[src/rtl/cpu_types_pkg.sv]
// Shared CPU/RAM handshake types.
package cpu_types_pkg;
    typedef enum logic [1:0] {FREE, BUSY, ACCESS, ERROR} ramstate_t;
endpackage

[src/rtl/ram_master.sv]
// RAM initiator: arbitrates instruction and data clients onto a variable-latency RAM
// and reports a sticky error on RAM error or drive timeout.
module ram_master
    import cpu_types_pkg::*;
#(
    parameter int          TIMEOUT = 64,
    parameter logic [31:0] BADWORD = 32'hBAD1BAD1
) (
    input  logic        CLK,
    input  logic        nRST,
    input  logic        iREN,
    input  logic [31:0] iaddr,
    output logic        iwait,
    output logic [31:0] iload,
    input  logic        dREN,
    input  logic        dWEN,
    input  logic [31:0] daddr,
    input  logic [31:0] dstore,
    output logic        dwait,
    output logic [31:0] dload,
    output logic        ramREN,
    output logic        ramWEN,
    output logic [31:0] ramaddr,
    output logic [31:0] ramstore,
    input  logic [31:0] ramload,
    input  ramstate_t   ramstate,
    output logic        err
);
    // state | meaning
    // IDLE  | no transaction, arbitrate between clients
    // IACC  | driving captured instruction read
    // DACC  | driving captured data read or write
    // RESP  | one-cycle completion, served client's wait low, enables off
    typedef enum logic [1:0] {IDLE, IACC, DACC, RESP} state_t;

    localparam logic [15:0] TO16 = 16'(TIMEOUT);

    state_t      state, state_nx;
    logic        last, last_nx;       // 1: data was served last
    logic        served, served_nx;   // 1: current transaction belongs to data
    logic        wr, wr_nx;
    logic [15:0] cnt, cnt_nx;
    logic [31:0] addr_nx, store_nx, iload_nx, dload_nx;
    logic        err_nx;
    logic        dreq;

    assign dreq = dREN | dWEN;

    always_ff @(posedge CLK or negedge nRST) begin
        if (!nRST) begin
            state    <= IDLE;
            last     <= 1'b0;
            served   <= 1'b0;
            wr       <= 1'b0;
            cnt      <= '0;
            ramaddr  <= '0;
            ramstore <= '0;
            iload    <= '0;
            dload    <= '0;
            err      <= 1'b0;
        end else begin
            state    <= state_nx;
            last     <= last_nx;
            served   <= served_nx;
            wr       <= wr_nx;
            cnt      <= cnt_nx;
            ramaddr  <= addr_nx;
            ramstore <= store_nx;
            iload    <= iload_nx;
            dload    <= dload_nx;
            err      <= err_nx;
        end
    end

    always_comb begin
        state_nx  = state;
        last_nx   = last;
        served_nx = served;
        wr_nx     = wr;
        cnt_nx    = cnt;
        addr_nx   = ramaddr;
        store_nx  = ramstore;
        iload_nx  = iload;
        dload_nx  = dload;
        err_nx    = err;
        case (state)
            IDLE: begin
                // data wins contention unless it was the last one served
                if (dreq && (!iREN || !last)) begin
                    state_nx  = DACC;
                    served_nx = 1'b1;
                    wr_nx     = dWEN;
                    addr_nx   = daddr;
                    store_nx  = dstore;
                    cnt_nx    = 16'd1;
                end else if (iREN) begin
                    state_nx  = IACC;
                    served_nx = 1'b0;
                    wr_nx     = 1'b0;
                    addr_nx   = iaddr;
                    cnt_nx    = 16'd1;
                end
            end
            IACC, DACC: begin
                if (ramstate == ACCESS) begin
                    if (!wr) begin
                        if (served) dload_nx = ramload;
                        else        iload_nx = ramload;
                    end
                    last_nx  = served;
                    state_nx = RESP;
                end else if (ramstate == ERROR || cnt >= TO16) begin
                    if (!wr) begin
                        if (served) dload_nx = BADWORD;
                        else        iload_nx = BADWORD;
                    end
                    err_nx   = 1'b1;
                    state_nx = RESP;
                end else if (cnt != TO16) begin
                    cnt_nx = cnt + 16'd1;
                end
            end
            RESP: state_nx = IDLE;
            default: state_nx = IDLE;
        endcase
    end

    assign ramREN = (state == IACC) || (state == DACC && !wr);
    assign ramWEN = (state == DACC) && wr;
    assign iwait  = iREN & ~(state == RESP && !served);
    assign dwait  = dreq & ~(state == RESP && served);
endmodule
[config.mk]
export PLATFORM = sky130hd
export DESIGN_NAME = ram_master
export DESIGN_NICKNAME = d
export VERILOG_FILES = /design/src/rtl/cpu_types_pkg.sv /design/src/rtl/ram_master.sv
export SDC_FILE = /design/constraint.sdc
export NUM_CORES = 1
export LEC_CHECK = 0
export ABC_CLOCK_PERIOD_IN_PS = 1700
export CAP_MARGIN = 25
export CORE_MARGIN = 1
export CORE_UTILIZATION = 39
export DETAILED_ROUTE_END_ITERATION = 10
export MAX_ROUTING_LAYER = met4
export PLACE_DENSITY_LB_ADDON = 0.12
export SLEW_MARGIN = 25
export SYNTH_ARGS = -nofsm -noshare
export SYNTH_HDL_FRONTEND = slang
export SYNTH_SLANG_ARGS = --single-unit
[constraint.sdc]
create_clock -name CLK -period 1.7 [get_ports CLK]
set_input_delay 0.34 -clock CLK [delete_from_list [all_inputs] [get_ports CLK]]
set_output_delay 0.34 -clock CLK [all_outputs]
set_load 0.03 [all_outputs]
==> results of run 1 <==
registers in the layout, summed over array words and instances, names as in the netlist:
register / flops
iload: 32
served: 1
dload: 32
err: 1
wr: 1
ramaddr: 32
state: 2
ramstore: 32
last: 1
cnt: 16
area by class of cell:
| type | instances | area [µm²] | area share |
|---|---|---|---|
| clock buffers | 20 | 467 | 0.0447 |
| clock inverters | 9 | 151 | 0.0145 |
| inverters | 7 | 26.3 | 0.00252 |
| multi-input cells | 372 | 2590 | 0.248 |
| flip-flops and latches | 150 | 3750 | 0.360 |
| well taps | 216 | 270 | 0.0259 |
| repair buffers | 318 | 3170 | 0.304 |
cell usage after synthesis, types with 2 or more instances:
cell | number | area [µm²]
and3_1 | 4 | 25.0
a311oi_2 | 2 | 30.0
mux2_2 | 31 | 349
nand2_1 | 53 | 199
dfrtp_1 | 150 | 3750
buf_2 | 8 | 40.0
nor2b_1 | 8 | 50.1
ha_1 | 6 | 75.1
o21ai_1 | 3 | 15.0
and2_1 | 2 | 12.5
a21boi_0 | 2 | 15.0
nor3_1 | 3 | 15.0
nor2_1 | 24 | 90.1
o21ai_0 | 160 | 801
buf_6 | 6 | 67.6
clkbuf_1 | 15 | 56.3
a21o_1 | 3 | 22.5
o31ai_1 | 2 | 15.0
inv_1 | 7 | 26.3
buf_4 | 4 | 30.0
mux2i_1 | 32 | 320
a21oi_1 | 3 | 15.0
nor4_4 | 2 | 42.5
nand3_1 | 3 | 15.0
a31oi_1 | 6 | 37.5
clkbuf_2 | 7 | 35.0
nand2b_1 | 2 | 12.5
worst paths after layout:
path | end | cells after the start
setup / recovery | dwait | 5
hold / removal | iload[24] | 2
setup reg to reg | dload[18] | 7
hold reg to reg | err | 1
max in group asynchronous | ramaddr[18] | 3
min in group CLK | err | 1
logic make-up (layout without fill, tap and decap cells):
logic type               Yosys count  in the layout  synth area share
multiplexers                      64             64             0.107
buffers and inverters             47            354            0.0400
adder cells (fa/ha/maj)            6              6            0.0118
AO/OA/AOI/OAI                    193            194             0.169
AND/OR/NAND/NOR                  108            108            0.0840
flip-flops                       150            150             0.588
power by group:
part / switching (mW) / leakage, nW / internal (mW) / total (mW)
sequential: 0.833 / 1.86 / 5.14 / 5.98
combinational: 6.70 / 2.71 / 4.28 / 11.0
clock: 1.42 / 0.304 / 2.54 / 3.96
total: 8.95 / 4.88 / 12.0 / 20.9
cell usage in the layout, fill, tap and decap left out, types with 3 or more instances in the layout:
cell | Yosys | final
a21o_1 | 3 | 3
a311oi_2 | 2 | 3
a31oi_1 | 6 | 5
and3_1 | 4 | 3
buf_12 | 0 | 14
buf_4 | 4 | 30
buf_6 | 6 | 6
bufinv_16 | 0 | 4
clkbuf_16 | 0 | 21
clkbuf_8 | 0 | 3
clkdlybuf4s50_1 | 0 | 132
clkinv_2 | 0 | 3
dfrtp_1 | 150 | 149
dlygate4sd2_1 | 0 | 130
inv_1 | 7 | 4
inv_2 | 0 | 3
mux2_2 | 31 | 31
mux2i_1 | 32 | 32
nand2_1 | 53 | 53
nor2_1 | 24 | 23
nor2b_1 | 8 | 8
o21ai_0 | 160 | 64
o21ai_1 | 3 | 75
o21ai_2 | 0 | 24
metrics by stage:
stage	hold WS, ns	instances
6_report	0.379	1092
5_1_grt	0.407	1092
4_1_cts	0.379	1086
3_5_place_dp	0.247	1053
3_3_place_gp	0.245	1053
2_1_floorplan	0.0444	568
metal layers:
metal	vias to the layer above	global-route usage	part of all wire
li1	2609	-	-
met1	2716	0.275	0.41
met2	234	0.381	0.50
met3	21	0.0566	0.072
met4	0	0.0848	0.017
met5	-	-	0
timing repair:
item                                   CTS  global route
pin swaps                                4             3
endpoints found under the hold margin   28             0
resized for setup                      161           120
gates cloned                             1             6
buffers inserted                         2             0
setup endpoints to repair              198            76
hold buffers                             1             0
==> metrics.csv, run 1 <==
stage,metric,value,unit
run_status,outcome,"finished, violations left",
run_status,violations,negative setup slack,
placed_design,routabilityCongestion,0.851,
setup_path,regToRegSetupSlack,-0.04,ns
placed_design,dpl-instance-area,0.00959,mm²
setup_path,arrival,1.48,ns
layout,final_cell_area,0.0104,mm²
setup_path,setup.worst_path.start,state[0],
route,wire_per_inst,17.3,µm
route,drc,0,
cts,cts.path.max_buffers,2,
global_route,grt_max_degree,56,
setup_path,path_class,reg -> out,
sta,tns,-0.442,ns
setup_path,path_cells,buf_6 -> ha_4 -> a21oi_2 -> buf_4 -> buf_12,
sta,worst_pin_slew,0.441,ns
logic_synthesis,synth-edff-count,0,
global_route,antenna_found_initial,0,
cts,cts_tree,built,
cts,insertion_delay,0.42,ns
power_and_ir_drop,finalPower,20.9,mW
global_route,grt_pass1_vias,5750,
cts,cts_sinks,150,
setup_path,critPathSlowestCell,dfrtp_1,
sta,slew_violations,0,
logic_synthesis,synth_cell_types,47,
layout,final_layout_size_suffix_gt1_frac,0.197,
logic_synthesis,yosysWarnings,0,
sta,fin_crit,1.82,ns
sta,setup_viol_count_final,14,
sta,setup_slack,-0.116,ns
route,dr.pass1.iters,4,
setup_path,crit_path_start_kind,flop,
die,die_h,130,µm
power_and_ir_drop,power.density,2010,mW/mm²
placed_design,placement.io_buffers,267,
sta,fin_crit_sh,1.07,
placed_design,hpwlAfterDp,13000,µm
setup_path,r2r-start,state[0],
logic_synthesis,synthArstFlopShare,1.00,
setup_path,cpPeakStageDelay,0.41,ns
route,drt_iter0_drc,229,
die,rows,46,
setup_path,required,1.36,ns
cts,clkTransAtPathRegs,0.06,ns
logic_synthesis,yosysSeqAreaShare,0.588,
die,start_util,0.400,
die,coreArea,0.0159,mm²
route,num_vias,5580,
logic_synthesis,synthFlopType,dfrtp_1,
cts,ctsHtreeMaxLevel,4,
global_route,grt_pass1_wl,28800,µm
sta,slew_headroom,0.706,
power_and_ir_drop,peakVddDrop,0.974,mV
logic_synthesis,syn_area_per_cell,11.2,µm²
sta,grt_setup_unrepaired,true,
layout,fin_util,0.654,
layout,syn_to_final_growth,63.5,%
route,avgViaCountPerCell,5.11,
placed_design,pre_cts_ws,-0.336,ns
route,wirelength,18900,µm
global_route,grt_usage,0.231,
layout,diodes,0,
global_route,grt-ovfl-total,0,
hold_path,min_path_type,in -> async,
route,ant_nets,0,
sta,fmax,0.551,GHz
sta,fin_skew,0.0119,ns
logic_synthesis,syn_inst,568,
setup_path,crit_path_max_fanout,3,
setup_path,crit_buf_inv,3,
logic_synthesis,syn_area,0.00638,mm²
die,die-area,0.0169,mm²
die,ios,268,
die,die_w,130,µm
power_and_ir_drop,p_leak,4.88,nW
flow_run,max_cap_viol_count,0,
layout,n_fill_cell,1306,
logic_synthesis,synth_fp_nets,709,
layout,fin_nets,1007,
sta,finalHoldViolations,0,
setup_path,cp-end-kind,primary output,
cts,root_buffer,clkbuf_16,
logic_synthesis,synth-seq-cells,150,
setup_path,crit_family,flip-flops,
cts,cts_buffers,17,
(Power assumes the default switching activity.)
==> run 2, diff against run 1 <==
--- a/config.mk
+++ b/config.mk
@@ -7,11 +7,12 @@
 export LEC_CHECK = 0
 export ABC_CLOCK_PERIOD_IN_PS = 1700
 export CAP_MARGIN = 25
-export CORE_MARGIN = 1
+export CORE_MARGIN = 5
 export CORE_UTILIZATION = 39
 export DETAILED_ROUTE_END_ITERATION = 10
+export GPL_TIMING_DRIVEN = 0
 export MAX_ROUTING_LAYER = met4
-export PLACE_DENSITY_LB_ADDON = 0.12
+export PLACE_DENSITY = 0.77
 export SLEW_MARGIN = 25
 export SYNTH_ARGS = -nofsm -noshare
 export SYNTH_HDL_FRONTEND = slang
==> metrics.csv, run 2 (synthesis results as in run 1) <==
stage,metric,value,unit
run_status,outcome,"finished, violations left",
run_status,violations,negative setup slack,
global_route,grt_pass1_wl,31500,µm
hold_path,min_path_type,in -> reg,
setup_path,critPathSlowestCell,dfrtp_2,
route,num_vias,5716,
global_route,grt-ovfl-total,0,
layout,n_fill_cell,1282,
die,die-area,0.0190,mm²
flow_run,max_cap_viol_count,0,
power_and_ir_drop,p_leak,4.85,nW
cts,cts_buffers,17,
route,drc,0,
route,wire_per_inst,19.3,µm
sta,finalHoldViolations,0,
route,wirelength,21300,µm
cts,root_buffer,clkbuf_16,
die,rows,46,
global_route,grt_pass1_vias,5776,
setup_path,crit_path_start_kind,flop,
sta,setup_slack,-0.0768,ns
cts,clkTransAtPathRegs,0.06,ns
setup_path,path_class,reg -> out,
route,ant_nets,0,
sta,setup_viol_count_final,31,
setup_path,crit_family,flip-flops,
setup_path,crit_buf_inv,2,
cts,cts.path.max_buffers,2,
route,avgViaCountPerCell,5.17,
die,ios,268,
route,dr.pass1.iters,4,
cts,insertion_delay,0.42,ns
global_route,grt_usage,0.225,
layout,final_cell_area,0.0104,mm²
sta,slew_headroom,0.550,
sta,grt_setup_unrepaired,true,
setup_path,arrival,1.44,ns
sta,worst_pin_slew,0.675,ns
setup_path,cpMostUsedCell,buf_6,
power_and_ir_drop,finalPower,21.0,mW
layout,diodes,0,
global_route,grt_max_degree,91,
cts,ctsHtreeMaxLevel,4,
die,coreArea,0.0159,mm²
cts,cts_tree,built,
layout,multi_input_area,0.00265,mm²
layout,syn_to_final_growth,63.5,%
setup_path,crit_path_max_fanout,4,
setup_path,cpPeakStageDelay,0.44,ns
cts,cts_sinks,150,
placed_design,routabilityCongestion,0.833,
sta,fmax,0.563,GHz
setup_path,required,1.36,ns
layout,fin_nets,1018,
setup_path,path_cells,buf_6 -> ha_4 -> a21o_1 -> buf_6,
placed_design,dpl-instance-area,0.00936,mm²
placed_design,placement.io_buffers,267,
layout,instances_no_fill,1106,
layout,register_area,0.00376,mm²
die,die_w,138,µm
setup_path,cp-end-kind,primary output,
sta,tns,-0.794,ns
sta,slew_violations,0,
sta,fin_skew,0.00901,ns
placed_design,dp_cells,1052,
layout,mostFrequentLayoutCells,"148 x dfrtp_1, 132 x clkdlybuf4s50_1, 129 x dlygate4sd2_1",
power_and_ir_drop,peakVddDrop,1.10,mV
die,die_h,138,µm
global_route,antenna_found_initial,0,
layout,layout_commonest_cell,dfrtp_1,
power_and_ir_drop,power.density,2010,mW/mm²
sta,fin_crit,1.78,ns
placed_design,hpwlAfterDp,15300,µm
layout,final_layout_size_suffix_gt1_frac,0.212,
die,start_util,0.400,
sta,fin_crit_sh,1.05,
route,drt_iter0_drc,237,
==> run 2: changes by cell type in the layout (fill, tap and decap cells not counted), moves of 5 or more <==
cell,delta
o21ai_2,+11
buf_6,+11
clkbuf_1,+10
buf_4,-10
buf_8,+6
o21ai_1,-7
clkbuf_2,+5
clkinvlp_4,+5
buf_12,-13
==> run 2: worst register-to-register path: stages, from the launching register on <==
cell and delay [ns]:
dfrtp_1 0.42, inv_2 0.10, ha_4 0.31, inv_6 0.05
a31o_4 0.25, buf_8 0.16, clkbuf_16 0.16, o21ai_2 0.12
o21ai_1 0.07
==> run 2: what timing repair did <==
action,in CTS,in global routing
gates cloned,1,3
pin swaps,8,11
buffers inserted,17,2
hold buffers,1,0
endpoints found under the setup margin,218,116
resized for setup,242,142
endpoints found under the hold margin,60,0
==> run 2: metal layers <==
metal / share of wire / vias to the layer above / global-route usage
li1: - / 2646 / -
met1: 0.38 / 2785 / 0.262
met2: 0.51 / 264 / 0.375
met3: 0.10 / 21 / 0.0737
met4: 0.014 / 0 / 0.0609
met5: 0 / - / -
==> run 2: path summary, 6_finish.rpt <==
| kind | startpoint | to | slack, ns | cells after the start |
|---|---|---|---|---|
| hold / removal | dWEN | wr | 0.42 | 2 |
| setup / recovery | state[1] | ramREN | -0.08 | 4 |
| setup reg to reg | state[0] | iload[5] | -0.05 | 8 |
| max in group asynchronous | nRST | state[1] | 0.44 | 3 |
| min in group asynchronous | nRST | dload[4] | 0.44 | 2 |
| hold reg to reg | err | err | 0.45 | 1 |
==> run 2: through the flow <==
stage,hold WS (ns),util,setup slack (ns)
after floorplan,0.0444,-,-0.0158
after global placement,0.438,0.585,-5.87
after detailed placement,0.298,0.587,-0.588
after CTS,0.452,0.635,-0.102
after global routing,0.435,0.654,-0.131
final,0.420,0.654,-0.0768
==> run 2: cell type report <==
type                            count  share of cell area
Clock buffer                       22              0.0435
Multi-Input combinational cell    371               0.254
Clock inverter                     10              0.0118
Inverter                            7             0.00300
Timing Repair Buffer              292               0.270
Sequential cell                   150               0.360
Tap cell                          216              0.0259
Buffer                             38              0.0313
==> run 2: where the power goes <==
part / internal (mW) / total (mW) / switching (mW)
Clock: 2.21 / 3.71 / 1.50
Sequential: 5.15 / 6.03 / 0.880
Combinational: 4.25 / 11.3 / 7.00
